<file path="src/rtl/sync_fifo.sv">
`default_nettype none
// ============================================================================
//  Module   : sync_fifo
//  Brief    : Single-clock FIFO, BUF_SIZE x DATA_WIDTH, registered read data,
//             full/empty flags decoded from (ADDR_SIZE+1)-bit pointers.
//             Optional occupancy output enabled by macro FIFO_COUNT_EN.
//  Revision : 1.0 - initial release
// ============================================================================
module sync_fifo #(
  parameter int BUF_SIZE   = 8,
  parameter int ADDR_SIZE  = 3,
  parameter int DATA_WIDTH = 32
) (
  input  logic                  clk,
  input  logic                  rst_n,
  input  logic                  wen,
  input  logic [DATA_WIDTH-1:0] data_w,
  output logic                  full,
  input  logic                  ren,
  output logic [DATA_WIDTH-1:0] data_r,
  output logic                  empty
`ifdef FIFO_COUNT_EN
  ,
  output logic [ADDR_SIZE:0]    count
`endif
);

  localparam logic [ADDR_SIZE:0] PTR_ONE = {{ADDR_SIZE{1'b0}}, 1'b1};

  // Extra MSB on each pointer separates "same slot, same lap" (empty)
  // from "same slot, one lap apart" (full).
  logic [ADDR_SIZE:0]    wptr;
  logic [ADDR_SIZE:0]    rptr;
  logic [DATA_WIDTH-1:0] mem [BUF_SIZE];
  logic                  wr_ok;
  logic                  rd_ok;

  assign empty = (wptr == rptr);
  assign full  = (wptr[ADDR_SIZE] != rptr[ADDR_SIZE]) &&
                 (wptr[ADDR_SIZE-1:0] == rptr[ADDR_SIZE-1:0]);

  // Both requests are qualified by the flags as they stand before the edge,
  // so a write into an empty FIFO never falls through to the read side.
  assign wr_ok = wen & ~full;
  assign rd_ok = ren & ~empty;

`ifdef FIFO_COUNT_EN
  // Modulo subtraction of the extended pointers yields 0..BUF_SIZE directly.
  assign count = wptr - rptr;
`endif

  // Write pointer advances on every accepted write.
  always_ff @(posedge clk or negedge rst_n) begin
    if (!rst_n) begin
      wptr <= '0;
    end else if (wr_ok) begin
      wptr <= wptr + PTR_ONE;
    end
  end

  // Storage array is deliberately left out of reset; the pointers alone
  // define which entries are valid.
  always_ff @(posedge clk) begin
    if (wr_ok) begin
      mem[wptr[ADDR_SIZE-1:0]] <= data_w;
    end
  end

  // Read pointer and registered read data; data_r holds when no read is accepted.
  always_ff @(posedge clk or negedge rst_n) begin
    if (!rst_n) begin
      rptr   <= '0;
      data_r <= '0;
    end else if (rd_ok) begin
      rptr   <= rptr + PTR_ONE;
      data_r <= mem[rptr[ADDR_SIZE-1:0]];
    end
  end

endmodule
`default_nettype wire

</file>
<file path="config.mk">
export PLATFORM = sky130hd
export DESIGN_NAME = sync_fifo
export DESIGN_NICKNAME = d
export VERILOG_FILES = /design/src/rtl/sync_fifo.sv
export SDC_FILE = /design/constraint.sdc
export NUM_CORES = 1
export LEC_CHECK = 0
export CAP_MARGIN = 20
export CORE_MARGIN = 2
export CORE_UTILIZATION = 40
export CTS_BUF_LIST = sky130_fd_sc_hd__clkbuf_16
export CTS_CLUSTER_DIAMETER = 120
export DETAILED_ROUTE_END_ITERATION = 8
export PLACE_DENSITY_LB_ADDON = 0.08
export SYNTH_ARGS = -nofsm -noshare
export SYNTH_HDL_FRONTEND = slang
export SYNTH_SLANG_ARGS = --single-unit
</file>
<file path="constraint.sdc">
create_clock -name clk -period 10.85 [get_ports clk]
set_input_delay 3.255 -clock clk [delete_from_list [all_inputs] [get_ports clk]]
set_output_delay 3.255 -clock clk [all_outputs]
set_load 0.01 [all_outputs]
</file>
### Word level (Yosys, flattened, before mapping)

Memories as Yosys holds them, arrays and structs flattened. A register that Yosys moved wholly into a read port is not among the register bits.
Cells that the tools add are included.

* output and inout bits: 34
* RAM bits: 256
* memories kept: 1
* word-level logic and storage cells: 16
* register bits after elaboration: 8

Memories
* mem: words 8, width 32, read ports 1, clocked after memory_dff 1, write ports 1, RTL line 34 `logic [DATA_WIDTH-1:0] mem [BUF_SIZE];`

* eq/ne operators: 3
* reduce and logical (&&, ||, !) cells: 2
* add/sub/neg operators: 2
* bitwise gates (word level): 4
* mux-type cells: 2

Operator list (count)
* 4-bit by 1-bit adder with 4-bit output, second input constant: 2
* 4-bit == test: 1
* 3-bit == test: 1
* 1-bit AND: 2
* 1-bit 2-to-1 mux: 2
* 1-bit inverter: 2
* 1-bit logical AND: 1
* 1-bit logical NOT: 1
* 1-bit != test: 1

### Depth between registers and ports, before layout

Gate-level depths: netlist of run 1.

* word-level depth: 6
* gate-level depth with buffers: 7

### Worst setup path after synthesis of run 1

Ideal clock, no wire load.

* path type: input -> register
* start point: in wen
* end point: mem mem[4][0] (enable)
* stages on the path: 3
* arrival: 5808 ps
* buffers on the path: 0
* setup time: 461 ps
* path slack: 4581 ps
* cells stage by stage: o41ai_4 > or2_1 > nor3_1

* cells in the longest elaborated chain, start to end: 3

Ends and longest elaborated chain
* start: declaration: RTL line 16 `input logic wen,`
* 1-bit AND: RTL line 44 `assign wr_ok = wen & ~full;`
* 1-bit 2-to-1 mux: RTL line 64 `if (wr_ok) begin`
* 1-bit 2-to-1 mux (implied by the code): RTL line 65 `mem[wptr[ADDR_SIZE-1:0]] <= data_w;`
* end: declaration: RTL line 34

Every way passes these cells.

### Worst setup path in the final report of run 1

* start point: reg rptr[0]
* end point: out empty

* cells in the longest elaborated chain, start to end: 1

Ends and longest elaborated chain
* start: declaration: RTL line 33 `logic [ADDR_SIZE:0] rptr;`
* start signal: assignment: RTL line 75 `rptr <= rptr + PTR_ONE;`
* 4-bit == test: RTL line 38 `assign empty = (wptr == rptr);`
* end: declaration: RTL line 21 `output logic empty`

Every way passes these cells.

==> impl_results.md, run 1 <==
* Status: complete, no violations
* Clk sink count at approximately 300
* GRT overflow at 0
* CTS tree: yes
* Share of layout cells above drive strength 1 at 0.226
* TNS Setup at 0 ns
* Number of I/O port buffers at approximately 70
* Leading cell types in the layout, fill and taps excluded: edfxtp_1 (256), clkdlybuf4s50_1 (68), mux4_2 (64)
* Slew Limit Headroom at 0.419
* Die height at roughly 170 µm
* Core area at between 0.02 and 0.03 mm²
* Vias in the first global route at approximately 5,600
* Max FO, Critical Path at 27
* WS Path Type: register to primary output
* Distinct cell type count after synthesis at 26
* Die width at roughly 170 µm
* Routed WL per cell at between 20 and 25 µm
* R2R Setup Slk at just under 8 ns
* Die area at about 0.03 mm²
* Synthesized flop and latch total at ~300
* Largest area contributor in the netlist: edfxtp_1
* Post-CTS Setup Inserts at 0
* Num CTS Buffers at 34
* Fmax at about 0.17 GHz
* Tot GR Track Use at 0.155
* Final hold slack at between 0.4 and 0.5 ns
* Cts hold-fix bufs at 0
* Final period util at 0.540
* Drt initial violations at approximately 270
* Setup ws final at between 4 and 5 ns
* Critical path's slowest cell: dfrtp_4
* Commonest non-fill, non-tap cell in the layout: edfxtp_1
* CP endpoint kind: primary output
* Largest stage delay on the critical path at 0.79 ns
* Lkg Pwr at approximately 0.0046 µW
* Synthesis-to-layout area growth at 21.0%
* Crit path launch type: register
* Final setup viols at 0
* Clk_skew at roughly 0.012 ns
* Crit-path cells: xor2_1 -> or2_2 -> nor3_1 -> clkdlybuf4s50_1
* Cells taking the most area after synthesis: edfxtp_1 (69%), mux4_2 (13%), dfrtp_1 (8.9%)
* CTS Buffer Depth at 3
* Vias per cell at between 4 and 5
* # rows at roughly 60
* Synth Instances at 523
* Final wirelength at between 20 and 25 mm
* Crit path time final at 5.86 ns
* Syn nets at 561
* Yosys warning total at 0
* PD cells at ~270 mW/mm²
* Drt drc at 0
* Initial antenna violation count at 0
* Post-Syn Area per Cell at 21.4 µm²
* CP Data Arrival Time at between 2 and 3 ns
* Max-cap violations at 0
* DRT Pass-1 Iters at 4
* Antenna Cells at 0
* Synth top area share at 0.686
* Fillers at about 2,200
* Clk slew on worst S/H paths at roughly 0.060 ns
* IO Pins at 70
* Max VDD drop at approximately 0.11 mV
* Post-CTS sizing at 0
* Hold Path Class: register to register
* Clk_lat worst skew at 0.50 ns
* DR vias at just over 5,000
* Pin count of the biggest net entering global routing at between 50 and 60
* Final Hold Viols at 0
* H-Tree Depth at 2
* Post-route ant nets at 0
* Root buffer cell: clkbuf_16
* Place WS at about 5.4 ns
* Starting density of the core at 0.405
* HPWL after DPL at approximately 12 mm
* Placer Congestion at 0.657
* WP data required at approximately 7.6 ns
* Global-route wire length before repair at between 30 and 40 mm
* Fin nets at between 600 and 700
* Seq/Total Area, Yosys at 0.775
* Final Slew Violations at 0
* Netlist Area Pre-Place at 0.0112 mm²
* Slew at the pin closest to its max-slew limit at between 0.8 and 0.9 ns
* RSZ-0062 raised after global routing: false
## final cells by class
cell class / count / area [µm²] / share of cell area
clock buffers: 37 / 926 / 0.0682
clock inverters: 25 / 160 / 0.0118
flip-flops and latches: 296 / 8700 / 0.641
well taps: 378 / 473 / 0.0349
repair buffers: 85 / 891 / 0.0657
inverters: 3 / 11.3 / 0.000830
multi-input cells: 197 / 2410 / 0.178
## sequential cells by signal (all words and copies together), names as in the netlist
register  count
mem         256
data_r       32
rptr          4
wptr          4
## stage by stage
stage	total power [µW]	instance area [µm²]	cells	util
5_1_grt	3940	13600	1021	0.490
3_5_place_dp	2710	12500	959	0.451
3_3_place_gp	2670	12400	954	0.446
4_1_cts	3810	13600	1021	0.490
2_1_floorplan	2300	11200	523	-
6_report	3730	13600	1021	0.490
## cell families (layout without fill, tap and decap cells)
group | after synthesis | in the layout | share of synthesized area
flops | 296 | 296 | 0.775
buf+inv | 30 | 150 | 0.0151
fa+ha+maj | 2 | 2 | 0.00223
mux | 98 | 98 | 0.159
xor+xnor | 11 | 11 | 0.00993
simple gates | 52 | 52 | 0.0196
compound gates | 34 | 34 | 0.0192
## power by group
group          switching (µW)  total [µW]  internal, µW
clock network             424        1080           660
logic                     525        1040           517
registers                 120        1600          1480
total                    1070        3730          2660
## path summary, 6_finish.rpt
| path | from | endpoint | cells after the start |
|---|---|---|---|
| setup / recovery | rptr[0]$_DFFE_PN0P_ | empty | 4 |
| hold / removal | data_r[22]$_DFFE_PN0P_ | data_r[22]$_DFFE_PN0P_ | 2 |
| setup reg to reg | rptr[0]$_DFFE_PN0P_ | mem[3][0]$_DFFE_PP_ | 5 |
| hold reg to reg | data_r[22]$_DFFE_PN0P_ | data_r[22]$_DFFE_PN0P_ | 2 |
| max in group asynchronous | rst_n | rptr[0]$_DFFE_PN0P_ | 2 |
| min in group asynchronous | rst_n | data_r[1]$_DFFE_PN0P_ | 2 |
## Yosys cell counts (all sizes together)
library cell,count
xnor2,4
edfxtp,256
o21ai,32
inv,3
nand3,1
nand2b,3
xor2,7
or2,2
nor3,5
nand2,33
buf,23
clkbuf,4
mux2,2
mux2i,32
ha,2
o41ai,2
nor2,8
dfrtp,40
mux4,64
## metal layers
metal / GRT usage / share of wire / wire, µm / vias up
li1: - / - / - / 2296
met1: 0.225 / 0.47 / 10100 / 2592
met2: 0.242 / 0.47 / 10100 / 109
met3: 0.0295 / 0.048 / 1030 / 30
met4: 0.0427 / 0.016 / 353 / 0
met5: 0 / 0 / 0 / -
## worst max-delay path, delay by kind of cell, from the launching register on
| kind | cells | cell delay, ns |
|---|---|---|
| simple gates | 2 | 0.48 |
| xor+xnor | 1 | 0.27 |
| buf+inv | 1 | 0.56 |
| flops | 1 | 0.79 |
No activity file was read; power rests on OpenSTA's default activity.
==> run 2: changes to the inputs <==
clock period = 5.9 ns   (was 10.85 ns; I/O delays follow)
==> impl_results.md, run 2 (synthesis results as in run 1) <==
* Crit path time final at 4.44 ns
* Final period util at 0.752
* Drt drc at 0 (unchanged)
* Slew Limit Headroom at 0.433 (+0.0146)
* R2R Setup Slk at 2.83 ns (-5.09 ns)
* Initial antenna violation count at 0 (unchanged)
* WS Path Type: register to primary output
* Largest register FFs at 256 (unchanged)
* Vias per cell at 4.99 (+1.3%)
* Num CTS Buffers at 34 (unchanged)
* Post-CTS sizing at 0 (unchanged)
* Status: complete, no violations
* Worst hold path stage count at 2 (unchanged)
* Root buffer cell: clkbuf_16
* Clk sink count at 296 (unchanged)
* DRT Pass-1 Iters at 4 (unchanged)
* Leading cell types in the layout, fill and taps excluded: edfxtp_1 (256), clkdlybuf4s50_1 (68), mux4_2 (64)
* Net Sw Frac at 0.289 (+0.00174)
* Post-route ant nets at 0 (unchanged)
* Comb pwr share at 0.281 (about the same)
* Lkg Pwr at 0.00456 µW (-0.29%)
* RSZ-0062 raised after global routing: false
* Pin count of the biggest net entering global routing at 54 (unchanged)
* TNS Setup at 0 ns (unchanged)
* Max VDD drop at 0.263 mV (+140%)
* Tot GR Track Use at 0.154 (-0.000999)
* Max-cap violations at 0 (unchanged)
* GRT overflow at 0 (unchanged)
* Max FO, Critical Path at 27 (unchanged)
* CP endpoint kind: primary output
* R2r endpoint: mem[1][15]$_DFFE_PP_
* Die width at 171 µm (unchanged)
* Antenna Cells at 0 (unchanged)
* Starting density of the core at 0.405 (unchanged)
* DR vias at 5,082 (+1.1%)
* Vias in the first global route at 5,501 (-0.88%)
* Core area at 0.0277 mm² (unchanged)
* HPWL after DPL at 12.5 mm (+2.6%)
* Hold Path Sink: data_r[15]$_DFFE_PN0P_
* Placer Congestion at 0.666 (+1.3%)
* Power share of the clock group at 0.284 (-0.007)
* Min-delay src: data_r[15]$_DFFE_PN0P_
* Hold Path Class: register to register
* Cell-internal power at 4840 µW (+82%)
* Worst flop-to-flop path startpoint: rptr[0]$_DFFE_PN0P_
* Global-route wire length before repair at 33.2 mm (-0.56%)
* CTS Buffer Depth at 3 (unchanged)
* Die area at 0.0294 mm² (unchanged)
* Sequential power share at 0.434 (+0.004)
* Crit path launch type: register
* Reg2Reg Depth at 5 (unchanged)
* Final Slew Violations at 0 (unchanged)
* Clk_lat worst skew at 0.49 ns (about the same)
* H-Tree Depth at 2 (unchanged)
* Die height at 171 µm (unchanged)
* Final wirelength at 21.6 mm (+0.49%)
* PD cells at 503 mW/mm² (+83%)
* Post-CTS Setup Inserts at 0 (unchanged)
* Cts hold-fix bufs at 0 (unchanged)
* WP data required at 4.13 ns (-3.47 ns)
* Share of layout cells above drive strength 1 at 0.218 (-0.00710)
* Number of I/O port buffers at 69 (unchanged)
* Clk_skew at 0.00721 ns (-0.00441 ns)
* P_sw at 1960 µW (+83%)
* Commonest non-fill, non-tap cell in the layout: edfxtp_1
* CP Data Arrival Time at 2.67 ns (+0.06 ns)
* Slew at the pin closest to its max-slew limit at 0.850 ns (-0.0219 ns)
* Layout Utilization at 0.488 (-0.00167)
* IO Pins at 70 (unchanged)
* Drt initial violations at 267 (+0.75%)
* Fmax at around 0.23 GHz
* CTS tree: yes
* Synthesis-to-layout area growth at 20.6%
* Final Hold Viols at 0 (unchanged)
* # rows at 61 (unchanged)
* Fin nets at 655 (unchanged)
* Final setup viols at 0 (unchanged)
* Routed WL per cell at 21.2 µm (+0.68%)
* Clk slew on worst S/H paths at 0.05 ns (about the same)
==> run 2: cell types whose count changed in the layout (fill, tap and decap cells not counted), sizes merged <==
cell / previous run / this run
clkinv: 16 / 11
inv: 9 / 13
bufinv: 2 / 1
==> run 2: cell type report <==
| cell class | count | area (µm²) |
|---|---|---|
| fill | 2277 | 14200 |
| multi-input combinational | 197 | 2410 |
| tap | 378 | 473 |
| clock buffer | 37 | 926 |
| sequential | 296 | 8700 |
| clock inverter | 23 | 121 |
| timing repair buffer | 85 | 883 |
| inverter | 3 | 11.3 |
==> run 2: power groups by stage <==
stage | clock (µW) | sequential (µW) | combinational [µW]
after CTS | 1990 | 2970 | 1980
after detailed placement | 0 | 3010 | 1970
final | 1930 | 2950 | 1910
after global routing | 2080 | 3010 | 2100
after floorplan | 0 | 2940 | 1300
after global placement | 0 | 2990 | 1920
==> run 2: critical path, stage by stage, from the launching register on <==
cell and delay (ns):
dfrtp_4 0.82, xor2_1 0.29, or2_2 0.35, nor3_1 0.14, clkdlybuf4s50_1 0.56
==> run 2: how the worst max path moves through the flow <==
stage,start,endpoint,slack (ns),cells after the start
after detailed placement,wen,mem[7][24]$_DFFE_PP_,1.81,4
after global placement,wen,mem[1][16]$_DFFE_PP_,1.70,4
after global routing,rptr[0]$_DFFE_PN0P_,full,1.21,4
after floorplan,wen,mem[4][0]$_DFFE_PP_,1.12,3
final,rptr[0]$_DFFE_PN0P_,full,1.46,4
after CTS,rptr[0]$_DFFE_PN0P_,full,1.37,4
==> run 2: metal layers <==
layer | up-vias | track usage | wire length [µm]
met1 | 2646 | 0.214 | 9980
li1 | 2307 | - | -
met2 | 99 | 0.251 | 10600
met3 | 30 | 0.0288 | 705
met4 | 0 | 0.0438 | 371
met5 | - | 0 | 0
==> run 2: through the flow <==
| stage | hold slack (ns) | cell area [µm²] | power [µW] | instances | setup WS (ns) |
|---|---|---|---|---|---|
| after floorplan | 0.498 | 11200 | 4230 | 523 | 1.12 |
| after global placement | 0.462 | 12400 | 4900 | 954 | 1.70 |
| after detailed placement | 0.470 | 12500 | 4980 | 959 | 1.81 |
| after CTS | 0.482 | 13500 | 6940 | 1019 | 1.37 |
| after global routing | 0.509 | 13500 | 7180 | 1019 | 1.21 |
| final | 0.479 | 13500 | 6800 | 1019 | 1.46 |
==> run 3: changes to the inputs <==
clock period = 4.3 ns   (was 5.9 ns; I/O delays follow)
==> impl_results.md, run 3 (synthesis results as in run 1) <==
* Slew at the pin closest to its max-slew limit at 1.02 ns (+0.171 ns)
* # placed instances at 963 (+0.42%)
* HPWL after DPL at 12.9 mm (+3.6%)
* Initial antenna violation count at 0 (unchanged)
* Cts hold-fix bufs at 0 (unchanged)
* DRT Pass-1 Iters at 4 (unchanged)
* Lkg Pwr at 0.00457 µW (+0.20%)
* Post-CTS sizing at 0 (unchanged)
* Clk sink count at 296 (unchanged)
* Synthesis-to-layout area growth at 21.2%
* Layout Cells excl Fill at 1,021 (+0.20%)
* WP data required at 3.01 ns (-1.12 ns)
* Number of I/O port buffers at 69 (unchanged)
* Final Cell Area at 0.0136 mm² (+0.55%)
* Final wirelength at 22.2 mm (+2.8%)
* Pin count of the biggest net entering global routing at 68 (+26%)
* RSZ-0062 raised after global routing: false
* CTS tree: yes
* Cell Area, Placed at 0.0125 mm² (about the same)
* Setup ws final at 0.627 ns (-0.835 ns)
* Fillers at 2,253 (-1.1%)
* Met2 usage in global routing at 0.274 (+0.0229)
* Busiest grt layer: met2
* Final Hold Viols at 0 (unchanged)
* Final period util at 0.854
* # rows at 61 (unchanged)
* Core area at 0.0277 mm² (unchanged)
* Drt initial violations at 323 (+21%)
* Clk slew on worst S/H paths at 0.06 ns (about the same)
* Status: complete, no violations
* Met1 usage at 0.209 (-0.00499)
* Fmax at 0.272 GHz
* DR vias at 5,178 (+1.9%)
* Max-cap violations at 0 (unchanged)
* Clk_skew at 0.0184 ns (+0.0112 ns)
* Global-route wire length before repair at 34.0 mm (+2.6%)
* Placer Congestion at 0.719 (+7.9%)
* Starting density of the core at 0.405 (unchanged)
* Max FO, Critical Path at 8 (-70%)
* Root buffer cell: clkbuf_16
* Drt drc at 0 (unchanged)
* Crit path launch type: register
* CP endpoint kind: primary output
* Crit path time final at roughly 3.7 ns
* Tot GR Track Use at 0.157 (+0.00297)
* TNS Setup at 0 ns (unchanged)
* H-Tree Depth at 1 (-1)
* Vias per cell at 5.07 (+1.7%)
* Final setup viols at 0 (unchanged)
* Fin nets at 656 (+0.15%)
* Share of layout cells above drive strength 1 at 0.233 (+0.0149)
* Die width at 171 µm (unchanged)
* Post-route ant nets at 0 (unchanged)
* Die height at 171 µm (unchanged)
* Vias in the first global route at 5,573 (+1.3%)
* WS Path Type: register to primary output
* Num CTS Buffers at 31 (-8.8%)
* Antenna Cells at 0 (unchanged)
* PD cells at 705 mW/mm² (+40%)
* Hold Path Class: register to register
* Final Slew Violations at 0 (unchanged)
* Commonest non-fill, non-tap cell in the layout: edfxtp_1
* Slew Limit Headroom at 0.319 (-0.114)
* Met3 GRT Util at 0.0267 (-0.00207)
* CTS Buffer Depth at 3 (unchanged)
* Place WS at 0.675 ns (-1.14 ns)
* Post-CTS Setup Inserts at 0 (unchanged)
* CP Data Arrival Time at 2.38 ns (-0.29 ns)
* Leading cell types in the layout, fill and taps excluded: edfxtp_1 (256), clkdlybuf4s50_1 (68), mux4_2 (64)
* GRT overflow at 0 (unchanged)
* Routed WL per cell at 21.8 µm (+2.6%)
* Max VDD drop at 0.492 mV (+87%)
* Clk_lat worst skew at 0.55 ns (+0.06 ns)
* Largest register FFs at 256 (unchanged)
* IO Pins at 70 (unchanged)
* Die area at 0.0294 mm² (unchanged)
run 3: metrics by stage:
| stage | util | power (µW) | hold slack (ns) |
|---|---|---|---|
| after floorplan | - | 5810 | 0.498 |
| after global placement | 0.451 | 6820 | 0.463 |
| after detailed placement | 0.451 | 6860 | 0.473 |
| after CTS | 0.491 | 9760 | 0.487 |
| after global routing | 0.491 | 10100 | 0.507 |
| final | 0.491 | 9580 | 0.479 |
run 3: layout make-up:
cell class	count	area [µm²]	area share
Tap cell	378	473	0.0348
Timing Repair Buffer	89	886	0.0652
Clock inverter	27	337	0.0248
Clock buffer	31	776	0.0571
Inverter	3	11.3	0.000828
Sequential cell	296	8700	0.640
Multi-Input combinational cell	197	2420	0.178
run 3: final timing paths:
path	startpoint	endpoint	slack, ns	cells after the start
min in group asynchronous	rst_n	data_r[13]$_DFFE_PN0P_	0.82	1
max reg2reg	rptr[0]$_DFFE_PN0P_	data_r[16]$_DFFE_PN0P_	1.55	5
max	wptr[0]$_DFFE_PN0P_	empty	0.63	4
min	data_r[6]$_DFFE_PN0P_	data_r[6]$_DFFE_PN0P_	0.48	2
max in group asynchronous	rst_n	data_r[29]$_DFFE_PN0P_	2.70	2
min reg2reg	data_r[6]$_DFFE_PN0P_	data_r[6]$_DFFE_PN0P_	0.48	2
run 3: worst max-delay path: stages (launching register included):
cell	delay, ns
dfrtp_1	0.56
xor2_1	0.23
or2_2	0.35
nor3_1	0.14
clkdlybuf4s50_1	0.56
run 3: routing by layer:
metal  vias up  wire (µm)
met3        26        990
li1       2304          -
met1      2751       9520
met2        97      11500
met4         0        285
met5         -          0
run 3: report_power, final:
group	total (µW)	internal, µW	switching [µW]
sequential	3940	3740	201
combinational	2770	1310	1460
clock	2870	1790	1090
total	9580	6840	2740
